File: src/rtl/uart_rx_if.sv
// Serial-line side of the UART receiver: the rx line in, the recovered word and status strobes out.
// The line driver takes the master modport and the receiver takes the slave modport.
interface uart_rx_if #(
   parameter int DATA_WIDTH = 8
);
   logic                  rx;
   logic [DATA_WIDTH-1:0] dout;
   logic                  done_rx;
   logic                  frame_err;
   logic                  busy;

   modport master (
      output rx,
      input  dout,
      input  done_rx,
      input  frame_err,
      input  busy
   );

   modport slave (
      input  rx,
      output dout,
      output done_rx,
      output frame_err,
      output busy
   );
endinterface

File: src/rtl/uart_rx.sv
// 8N1 UART receiver with mid-bit sampling; done_rx rises ~991 clk after the start edge at defaults.
// No backpressure: each word is strobed once on done_rx and dout holds it until the next good frame.
module uart_rx #(
   parameter int clk_freq   = 1000000,
   parameter int baudrate   = 9600,
   parameter int DATA_WIDTH = 8
) (
   input  logic     clk,
   input  logic     reset,
   uart_rx_if.slave bus
);

   localparam int CLKS_PER_BIT = clk_freq / baudrate;
   localparam int HALF_BIT     = CLKS_PER_BIT / 2;
   localparam int CNT_W        = $clog2(CLKS_PER_BIT + 1);
   localparam int IDX_W        = (DATA_WIDTH > 1) ? $clog2(DATA_WIDTH) : 1;

   localparam logic [CNT_W-1:0] HALF_LAST = CNT_W'(HALF_BIT - 1);
   localparam logic [CNT_W-1:0] BIT_LAST  = CNT_W'(CLKS_PER_BIT - 1);
   localparam logic [IDX_W-1:0] IDX_LAST  = IDX_W'(DATA_WIDTH - 1);

   typedef enum logic [2:0] {
      IDLE      = 3'd0,
      START     = 3'd1,
      DATA      = 3'd2,
      STOP      = 3'd3,
      WAIT_IDLE = 3'd4
   } state_t;

   state_t                state_q,  state_d;
   logic [CNT_W-1:0]      cnt_q,    cnt_d;
   logic [IDX_W-1:0]      bitidx_q, bitidx_d;
   logic [DATA_WIDTH-1:0] shreg_q,  shreg_d;
   logic [DATA_WIDTH-1:0] dout_q,   dout_d;
   logic                  done_q,   done_d;
   logic                  ferr_q,   ferr_d;
   logic                  sync1_q,  sync1_d;
   logic                  sync2_q,  sync2_d;
   logic                  rx_s;

   assign rx_s = sync2_q;

   always_ff @(posedge clk) begin
      if (reset) begin
         state_q  <= IDLE;
         cnt_q    <= '0;
         bitidx_q <= '0;
         shreg_q  <= '0;
         dout_q   <= '0;
         done_q   <= 1'b0;
         ferr_q   <= 1'b0;
         sync1_q  <= 1'b1;
         sync2_q  <= 1'b1;
      end else begin
         state_q  <= state_d;
         cnt_q    <= cnt_d;
         bitidx_q <= bitidx_d;
         shreg_q  <= shreg_d;
         dout_q   <= dout_d;
         done_q   <= done_d;
         ferr_q   <= ferr_d;
         sync1_q  <= sync1_d;
         sync2_q  <= sync2_d;
      end
   end

   always_comb begin
      state_d  = state_q;
      cnt_d    = cnt_q;
      bitidx_d = bitidx_q;
      shreg_d  = shreg_q;
      dout_d   = dout_q;
      done_d   = 1'b0;
      ferr_d   = 1'b0;
      sync1_d  = bus.rx;
      sync2_d  = sync1_q;
      case (state_q)
         IDLE: begin
            cnt_d    = '0;
            bitidx_d = '0;
            if (!rx_s) state_d = START;
         end
         START: begin
            // A start bit still low at its centre is real; otherwise it was a glitch.
            if (cnt_q == HALF_LAST) begin
               cnt_d    = '0;
               bitidx_d = '0;
               state_d  = rx_s ? IDLE : DATA;
            end else begin
               cnt_d = cnt_q + CNT_W'(1);
            end
         end
         DATA: begin
            if (cnt_q == BIT_LAST) begin
               cnt_d            = '0;
               shreg_d[bitidx_q] = rx_s;
               if (bitidx_q == IDX_LAST) state_d  = STOP;
               else                      bitidx_d = bitidx_q + IDX_W'(1);
            end else begin
               cnt_d = cnt_q + CNT_W'(1);
            end
         end
         STOP: begin
            // Leaving at the stop-bit centre leaves half a bit to catch a back-to-back start edge.
            if (cnt_q == BIT_LAST) begin
               cnt_d = '0;
               if (rx_s) begin
                  dout_d  = shreg_q;
                  done_d  = 1'b1;
                  state_d = IDLE;
               end else begin
                  ferr_d  = 1'b1;
                  state_d = WAIT_IDLE;
               end
            end else begin
               cnt_d = cnt_q + CNT_W'(1);
            end
         end
         WAIT_IDLE: begin
            cnt_d = '0;
            if (rx_s) state_d = IDLE;
         end
         default: state_d = IDLE;
      endcase
   end

   always_comb begin
      bus.busy      = (state_q != IDLE);
      bus.dout      = dout_q;
      bus.done_rx   = done_q;
      bus.frame_err = ferr_q;
   end

endmodule
File: src/flat_wrapper.sv
// flat-port wrapper written by rule: the top's interface ports become plain ports
module uart_rx_flat 
#(
   parameter int clk_freq   = 1000000,
   parameter int baudrate   = 9600,
   parameter int DATA_WIDTH = 8
)
  (clk, reset, bus_rx, bus_dout, bus_done_rx, bus_frame_err, bus_busy);
  uart_rx_if #(.DATA_WIDTH(DATA_WIDTH)) bus_i ();
  input  logic clk;
  input  logic reset;
  input wire logic [$bits(bus_i.rx)-1:0] bus_rx;
  output wire logic [$bits(bus_i.dout)-1:0] bus_dout;
  output wire logic [$bits(bus_i.done_rx)-1:0] bus_done_rx;
  output wire logic [$bits(bus_i.frame_err)-1:0] bus_frame_err;
  output wire logic [$bits(bus_i.busy)-1:0] bus_busy;
  assign bus_i.rx = bus_rx;
  assign bus_dout = bus_i.dout;
  assign bus_done_rx = bus_i.done_rx;
  assign bus_frame_err = bus_i.frame_err;
  assign bus_busy = bus_i.busy;
  uart_rx #(.clk_freq(clk_freq), .baudrate(baudrate), .DATA_WIDTH(DATA_WIDTH)) u_core (.clk(clk), .reset(reset), .bus(bus_i));
endmodule
File: config.mk
export PLATFORM = sky130hd
export DESIGN_NAME = uart_rx_flat
export DESIGN_NICKNAME = d
export VERILOG_FILES = /design/src/rtl/uart_rx_if.sv /design/src/rtl/uart_rx.sv /design/src/flat_wrapper.sv
export SDC_FILE = /design/constraint.sdc
export NUM_CORES = 1
export LEC_CHECK = 0
export BUFFER_PORTS_ARGS = -buffer_cell sky130_fd_sc_hd__buf_2
export CAP_MARGIN = 10
export CORE_ASPECT_RATIO = 1.2
export CORE_UTILIZATION = 40
export CTS_BUF_LIST = sky130_fd_sc_hd__clkbuf_8
export DETAILED_ROUTE_END_ITERATION = 7
export GPL_TIMING_DRIVEN = 0
export PLACE_DENSITY = 0.65
export SYNTH_ARGS = -nofsm -noshare
export SYNTH_HDL_FRONTEND = slang
export SYNTH_SLANG_ARGS = --single-unit
File: constraint.sdc
create_clock -name clk -period 2.18 [get_ports clk]
set_input_delay 0.109 -clock clk [delete_from_list [all_inputs] [get_ports clk]]
set_output_delay 0.109 -clock clk [all_outputs]
set_load 0.1 [all_outputs]
## Yosys cells after proc, flatten, opt, wreduce, memory -nomap -nowiden

Index checks and enable logic that the tools add are counted.

| word-level totals | value |
|---|---|
| flip-flop bits (word level) | 33 |
| output and inout port bits | 11 |
| logic and storage cells | 62 |

| cells by class | value |
|---|---|
| equal/unequal tests | 14 |
| bitwise gates (word level) | 2 |
| add/subtract/negate cells | 2 |
| mux-type cells | 21 |
| reduce and logical (&&, ||, !) cells | 12 |
| $lt $le $gt $ge | 2 |

Operators by type and width:

| operator | number |
|---|---|
| $mux W3 | 10 |
| $pmux W7 S3 | 1 |
| $pmux W3 S5 | 1 |
| $mux W7 | 2 |
| $ne A2 B1 Y1 const B | 5 |
| $pmux W3 S3 | 1 |
| $reduce_bool A3 Y1 | 3 |
| $bwmux W8 | 1 |
| $add A7 B1 Y7 const B | 1 |
| $eq A7 B6 Y1 const B | 1 |
| $eq A7 B7 Y1 const B | 1 |
| $eq A3 B2 Y1 const B | 2 |
| $eq A3 B3 Y1 const B | 2 |
| $reduce_and A6 Y1 | 1 |
| $lt A3 B4 Y1 const B | 1 |
| $ne A2 B2 Y1 const B | 2 |
| $reduce_and A4 Y1 | 1 |
| $reduce_or A2 Y1 | 2 |
| $add A3 B1 Y3 const B | 1 |
| $demux W1 S3 | 1 |
| $eq A3 B1 Y1 const B | 1 |
| $ge A3 B1 Y1 const B | 1 |
| $logic_not A3 Y1 | 1 |
| $mux W1 | 3 |
| 6 further kinds | 7 |

## Depth between registers and ports, before layout

Gate-level depths: netlist of the first run.

| logic depth | value |
|---|---|
| depth in word-level cells | 5 |
| gate-level depth with buffers | 7 |
| mapped depth without buffers | 6 |

## Least setup slack after synthesis of the first run

No wires, ideal clock.

| timing | value |
|---|---|
| kind | reg2out |
| from | reg u_core.state_q[2] |
| to | out bus_busy |
| required time | 2,071 ps |
| stages on the path, launching flop included | 4 |
| slack | 538 ps |
| data arrival time | 1,533 ps |
| cell sequence | dfxtp_1 > buf_2 > buf_1 > or3_1 |

| between the ends | value |
|---|---|
| longest elaborated chain between the ends | 1 |

RTL lines:

| item | RTL line | source |
|---|---|---|
| start: declaration | uart_rx.sv:30 | `state_t state_q, state_d;` |
| start signal: assignment | uart_rx.sv:55 | `state_q <= state_d;` |
| $reduce_bool A3 Y1 | uart_rx.sv:128 | `bus.busy = (state_q != IDLE);` |
| end: declaration | flat_wrapper.sv:16 | `output wire logic [$bits(bus_i.busy)-1:0] bus_busy;` |

Every way passes these cells.

## Final worst setup path of the first run

Ends and elaborated chain as after synthesis.

==> results of run 1 <==
==> metal layers <==
| layer | wire [um] | vias up |
|---|---|---|
| met3 | 97 | 4 |
| met2 | 1630 | 19 |
| met4 | 34 | 0 |
| met5 | 0 | - |
| met1 | 1550 | 618 |
| li1 | - | 679 |
==> registers in the layout, summed over array words and instances, names as in the netlist <==
register,count
u_core.bus.dout,8
u_core.shreg_q,8
u_core.cnt_q,7
u_core.bitidx_q,3
u_core.state_q,3
u_core.bus.done_rx,1
u_core.bus.frame_err,1
u_core.rx_s,1
u_core.sync1_q,1
==> through the flow <==
step / instances / utilization, % / worst slack, ns / power (mW)
2_1_floorplan: 175 / - / 0.538 / 0.659
3_3_place_gp: 242 / 45.6 / 0.436 / 0.671
3_5_place_dp: 242 / 45.6 / 0.459 / 0.671
4_1_cts: 251 / 48.9 / 0.229 / 1.28
5_1_grt: 251 / 48.9 / 0.159 / 1.31
6_report: 251 / 48.9 / 0.259 / 1.26
==> cell type report <==
class                      count  area [sq um]  share of cell area (%)
timing repair buffer          14          75.1                    3.87
inverter                       4          15.0                   0.773
clock inverter                 2          37.5                    1.93
tap                           54          67.6                    3.48
buffer                        16           101                    5.22
clock buffer                   6          82.6                    4.25
sequential                    33           661                    34.0
multi-input combinational    122           902                    46.5
==> Yosys cell counts, types with 2 or more instances <==
cell | instances | share of area [%]
a21oi_1 | 4 | 1.2
buf_1 | 2 | 0.45
o22ai_1 | 2 | 0.75
nor4b_1 | 3 | 1.6
a211oi_1 | 2 | 0.89
nand2_2 | 2 | 0.75
mux2i_1 | 17 | 10
nor4_1 | 4 | 1.5
or2_2 | 2 | 0.75
nand2b_1 | 2 | 0.75
nand4_1 | 11 | 4.1
ha_1 | 3 | 2.2
buf_4 | 4 | 1.8
nand2_1 | 7 | 1.6
clkbuf_1 | 4 | 0.89
nor2b_1 | 3 | 1.1
o32ai_1 | 2 | 1.0
nor2_1 | 22 | 4.9
buf_2 | 3 | 0.89
buf_6 | 3 | 2.0
nand3_1 | 2 | 0.60
inv_1 | 4 | 0.89
dfxtp_1 | 33 | 39
nor3_1 | 7 | 2.1
xor2_1 | 3 | 1.6
==> critical path, stage by stage, from the launching register on <==
cell	delay, ns
dfxtp_1	0.30
buf_2	0.23
buf_1	0.41
or3_1	0.17
buf_2	0.41
==> kinds of logic after synthesis <==
logic type      after synthesis  synth area share [%]
fa+ha+maj                     3                  2.24
mux                          17                  10.1
buf+inv                      20                  6.93
xor+xnor                      4                  2.09
compound gates               18                  8.79
flops                        33                  39.3
simple gates                 80                  30.5
==> worst max-delay path by stage <==
stage                                  from               to  cells after the start
after floorplan           u_core.state_q[2]         bus_busy                      3
after global placement      u_core.cnt_q[0]  u_core.cnt_q[5]                      5
after detailed placement    u_core.cnt_q[0]  u_core.cnt_q[5]                      5
after CTS                 u_core.state_q[2]         bus_busy                      4
after global routing      u_core.state_q[2]         bus_busy                      4
final                     u_core.state_q[2]         bus_busy                      4
==> repair_timing <==
action,4_1_cts,5_1_grt
setup endpoints to repair,0,0
endpoints found under the hold margin,1,0
hold buffers,1,0
==> power by group <==
part           switching, mW  internal, mW  total (mW)
logic                 0.0338        0.0163      0.0501
clock network          0.227         0.371       0.598
registers            0.00227         0.606       0.608
total                  0.263         0.994        1.26
==> results.cfg, run 1 <==
[status]
status = finished clean

[floorplanning]
start_util_pct = 42.3
die_w_um = 61.1
rows = 25
die_area_sq_um = 4460
coreArea_sq_um = 3970
fp.dieH_um = 73.0
ioPinCount = 14

[clock_tree]
numCtsBuffers = 5
cts_setup_buffers = 0
htree_levels = 2
clock_sinks = 33
clock_latency_ns = 0.28
root_buffer = clkbuf_8
path_clk_slew_ns = 0.07
cts_buffer_depth = 2
cts_resized = 0
tritoncts = done

[timing]
slew_viol_final = 0
hold_viol = 0
whs_ns = 0.195
tightest_slew_ns = 0.478
tns_ns = 0
slew_headroom_pct = 68.1
setup_viol_count_final = 0
rsz0062_at_grt = no
skew_ns = 0.00449
min_period_over_period_pct = 88.1
fmaxAchievable_mhz = 520
fin_crit_ns = 1.92

[critical_path]
reg2reg_to = u_core.cnt_q[5]
worstPathRequired_ns = 2.07
r2r.worst_path.cells = 5
start_kind = register
path_class = reg2out
end_kind = output port
path_max_fanout = 10
rrSetupSlack_ns = 0.48
r2r-start = u_core.cnt_q[0]
arrival_ns = 1.81

[synthesis]
synth_edf_count = 0
syn-cell-area_sq_um = 1680
synth.distinct_cells = 49
avgSynthCellArea_sq_um = 9.59
seq_area_frac_synth_pct = 39.3
async_flop_share_pct = 0
ys_warn_count = 0
synthCells = 175
synth_nets = 181
synth_seq_cells = 33
ys.flop_type = dfxtp_1

[min_path]
worstHoldStart = reset
hp-class = in2reg
min_path_cells = 3
whs_endpoint = u_core.cnt_q[5]

[power]
irDropWorstVdd_mv = 0.377
power_density_nw_per_um2 = 647
leakage_nw = 0.886

[grt]
grt_max_degree = 12
gr-usage-met1_pct = 20.5
grt_pass1_wl_mm = 5.58
grtUsageMet2_pct = 28.3
gr-total-overflow = 0
antenna_found_initial = 0
grt_pass1_vias = 1231
busiest_layer = met2
met3_usage_pct = 4.79
track_usage_pct = 17.0

[cells_and_area]
num_antenna_cells = 0
layout_commonest_cell = dfxtp_1
layout_common_cells = dfxtp_1, nor2_1, mux2i_1, buf_2, nand4_1
design_area_sq_um = 1940
syn_to_final_growth_pct = 15.6
nFillCells = 394
layout-drive-gt1-share_pct = 21.8
nets = 202

[placement]
dpl.hpwl_mm = 2.30
place.gp.congestion = 0.831
io_buffer_count = 13
place_area_sq_um = 1810

[drt]
postRouteAntennaNets = 0
avgRoutedWirePerCell_um = 13.2
drt_pass1_iterations = 4
vias = 1320
drtIter0Drc = 34
drt-total-wl_mm = 3.31
drc = 0
via_per_inst = 5.26

[flow_run]
drv_cap = 0
Note: power is estimated with default switching activity, not from simulation.
==> run 2, diff against run 1 <==
--- a/config.mk
+++ b/config.mk
@@ -13,6 +13,7 @@
 export DETAILED_ROUTE_END_ITERATION = 7
 export GPL_TIMING_DRIVEN = 0
 export PLACE_DENSITY = 0.65
+export SKIP_CTS_REPAIR_TIMING = 1
 export SYNTH_ARGS = -nofsm -noshare
 export SYNTH_HDL_FRONTEND = slang
 export SYNTH_SLANG_ARGS = --single-unit
==> constraint.sdc (replaced) <==
create_clock -name clk -period 2.35 [get_ports clk]
set_input_delay 0.1175 -clock clk [delete_from_list [all_inputs] [get_ports clk]]
set_output_delay 0.1175 -clock clk [all_outputs]
set_load 0.1 [all_outputs]
==> run 2 against run 1 <==
  * Register-to-register slack improved by 0.17 ns
  * Global-route usage did not move
  * Critical endpoint unchanged
  * Cell count shrank 0.40%
  * Highest routed layer unchanged
==> results.cfg, run 2 (synthesized netlist as in run 1, its figures left out) <==
[cells_and_area]
nFillCells = 395
num_antenna_cells = 0
multi_input_area_sq_um = 902
layout_commonest_cell = dfxtp_1
syn_to_final_growth_pct = 15.1
layout-drive-gt1-share_pct = 21.9
layout_common_cells = dfxtp_1, nor2_1, mux2i_1, buf_2, nand4_1
post-route-util_pct = 48.6
nets = 201
register_area_sq_um = 661

[clock_tree]
clock_sinks = 33
tritoncts = done
path_clk_slew_ns = 0.07
cts_buffer_depth = 2
numCtsBuffers = 5
root_buffer = clkbuf_8
clock_latency_ns = 0.28
htree_levels = 2

[critical_path]
path_class = reg2out
start_kind = register
crit_top_cell = buf_2
worst-path-buf-inv = 3
worstPathRequired_ns = 2.23
path_cells = buf_2, buf_1, or3_1, buf_2
reg2reg_to = u_core.cnt_q[5]
arrival_ns = 1.81
end_kind = output port
rrSetupSlack_ns = 0.65
r2r.worst_path.cells = 5
r2r-start = u_core.cnt_q[0]
cpMaxStageDelayCell = buf_1
path_max_fanout = 10
crit_family = buffers and inverters
cpPeakStageDelay_ns = 0.41

[timing]
tightest_slew_ns = 0.478
worst_slack_ns = 0.420
fin_crit_ns = 1.93
setup_viol_count_final = 0
min_period_over_period_pct = 82.1
skew_ns = 0.00449
slew_viol_final = 0
hold_viol = 0
rsz0062_at_grt = no
fmaxAchievable_mhz = 518
whs_ns = 0.0130
tns_ns = 0
slew_headroom_pct = 68.1

[grt]
met3_usage_pct = 4.79
track_usage_pct = 17.0
grt_pass1_wl_mm = 5.58
antenna_found_initial = 0
grt_max_degree = 12
busiest_layer = met2
gr-total-overflow = 0
gr-usage-met1_pct = 20.5
grtUsageMet2_pct = 28.3
grt_pass1_vias = 1230

[placement]
preCtsSetupSlack_ns = 0.629
io_buffer_count = 13
place.gp.congestion = 0.831
dpl.hpwl_mm = 2.30

[power]
combPwrFrac_pct = 3.9
leakage_nw = 0.881
power.switching_mw = 0.244
power_density_nw_per_um2 = 603
p_int_mw = 0.921
swShare_pct = 20.9
power_mw = 1.16
irDropWorstVdd_mv = 0.350
power_frac_seq_pct = 48.5
clkPwrFrac_pct = 47.7

[min_path]
whs_endpoint = u_core.sync1_q
worstHoldStart = bus_rx
min_path_cells = 2
hp-class = in2reg

[drt]
drtIter0Drc = 43
drt_pass1_iterations = 4
drc = 0
drt-total-wl_mm = 3.31
vias = 1318
postRouteAntennaNets = 0
avgRoutedWirePerCell_um = 13.2
via_per_inst = 5.27

[floorplanning]
coreArea_sq_um = 3970
ioPinCount = 14
start_util_pct = 42.3
die_area_sq_um = 4460
die_w_um = 61.1
fp.dieH_um = 73.0
rows = 25

[status]
status = finished clean

[flow_run]
drv_cap = 0
run 2: changes by cell type in the layout (fill, tap and decap cells not counted):
cell | previous run | this run
dlygate4sd3_1 | 1 | 0
run 2: worst reg2reg max path, delay by kind of cell, from the launching register on:
kind | cells | cell delay [ns]
AOI/OAI and AO/OA | 2 | 0.30
adders and majority gates | 1 | 0.29
DFF | 1 | 0.39
and+or+nand+nor | 2 | 0.60
run 2: how the worst max path moves through the flow:
stage	startpoint	endpoint	slack [ns]	depth (start not counted)
floorplan	u_core.state_q[2]	bus_busy	0.70	3
global placement	u_core.cnt_q[0]	u_core.cnt_q[5]	0.61	5
detailed placement	u_core.cnt_q[0]	u_core.cnt_q[5]	0.63	5
CTS	u_core.state_q[2]	bus_busy	0.39	4
global route	u_core.state_q[2]	bus_busy	0.32	4
finish	u_core.state_q[2]	bus_busy	0.42	4
run 2: power groups by stage:
stage          Sequential (mW)  Combinational, mW  Clock [mW]
3_5_place_dp             0.577             0.0455           0
5_1_grt                  0.564             0.0494       0.602
4_1_cts                  0.564             0.0456       0.575
6_report                 0.564             0.0452       0.555
3_3_place_gp             0.577             0.0451           0
2_1_floorplan            0.576             0.0350           0
run 2: per-stage QoR:
step / cells / area [sq um]
global route: 250 / 1930
global placement: 242 / 1810
floorplan: 175 / 1680
detailed placement: 242 / 1810
finish: 250 / 1930
CTS: 250 / 1930
run 2: cell type report:
type	instances	area share [%]
Tap cell	54	3.50
Clock buffer	6	4.27
Timing Repair Buffer	13	3.37
Sequential cell	33	34.2
Inverter	4	0.777
Buffer	16	5.25
Clock inverter	2	1.94
Multi-Input combinational cell	122	46.7
run 2: layer usage:
| metal | share of wire (%) | vias to the layer above |
|---|---|---|
| met5 | 0 | - |
| met4 | 1.0 | 0 |
| met3 | 2.9 | 4 |
| met2 | 49 | 19 |
| met1 | 47 | 618 |
| li1 | - | 677 |
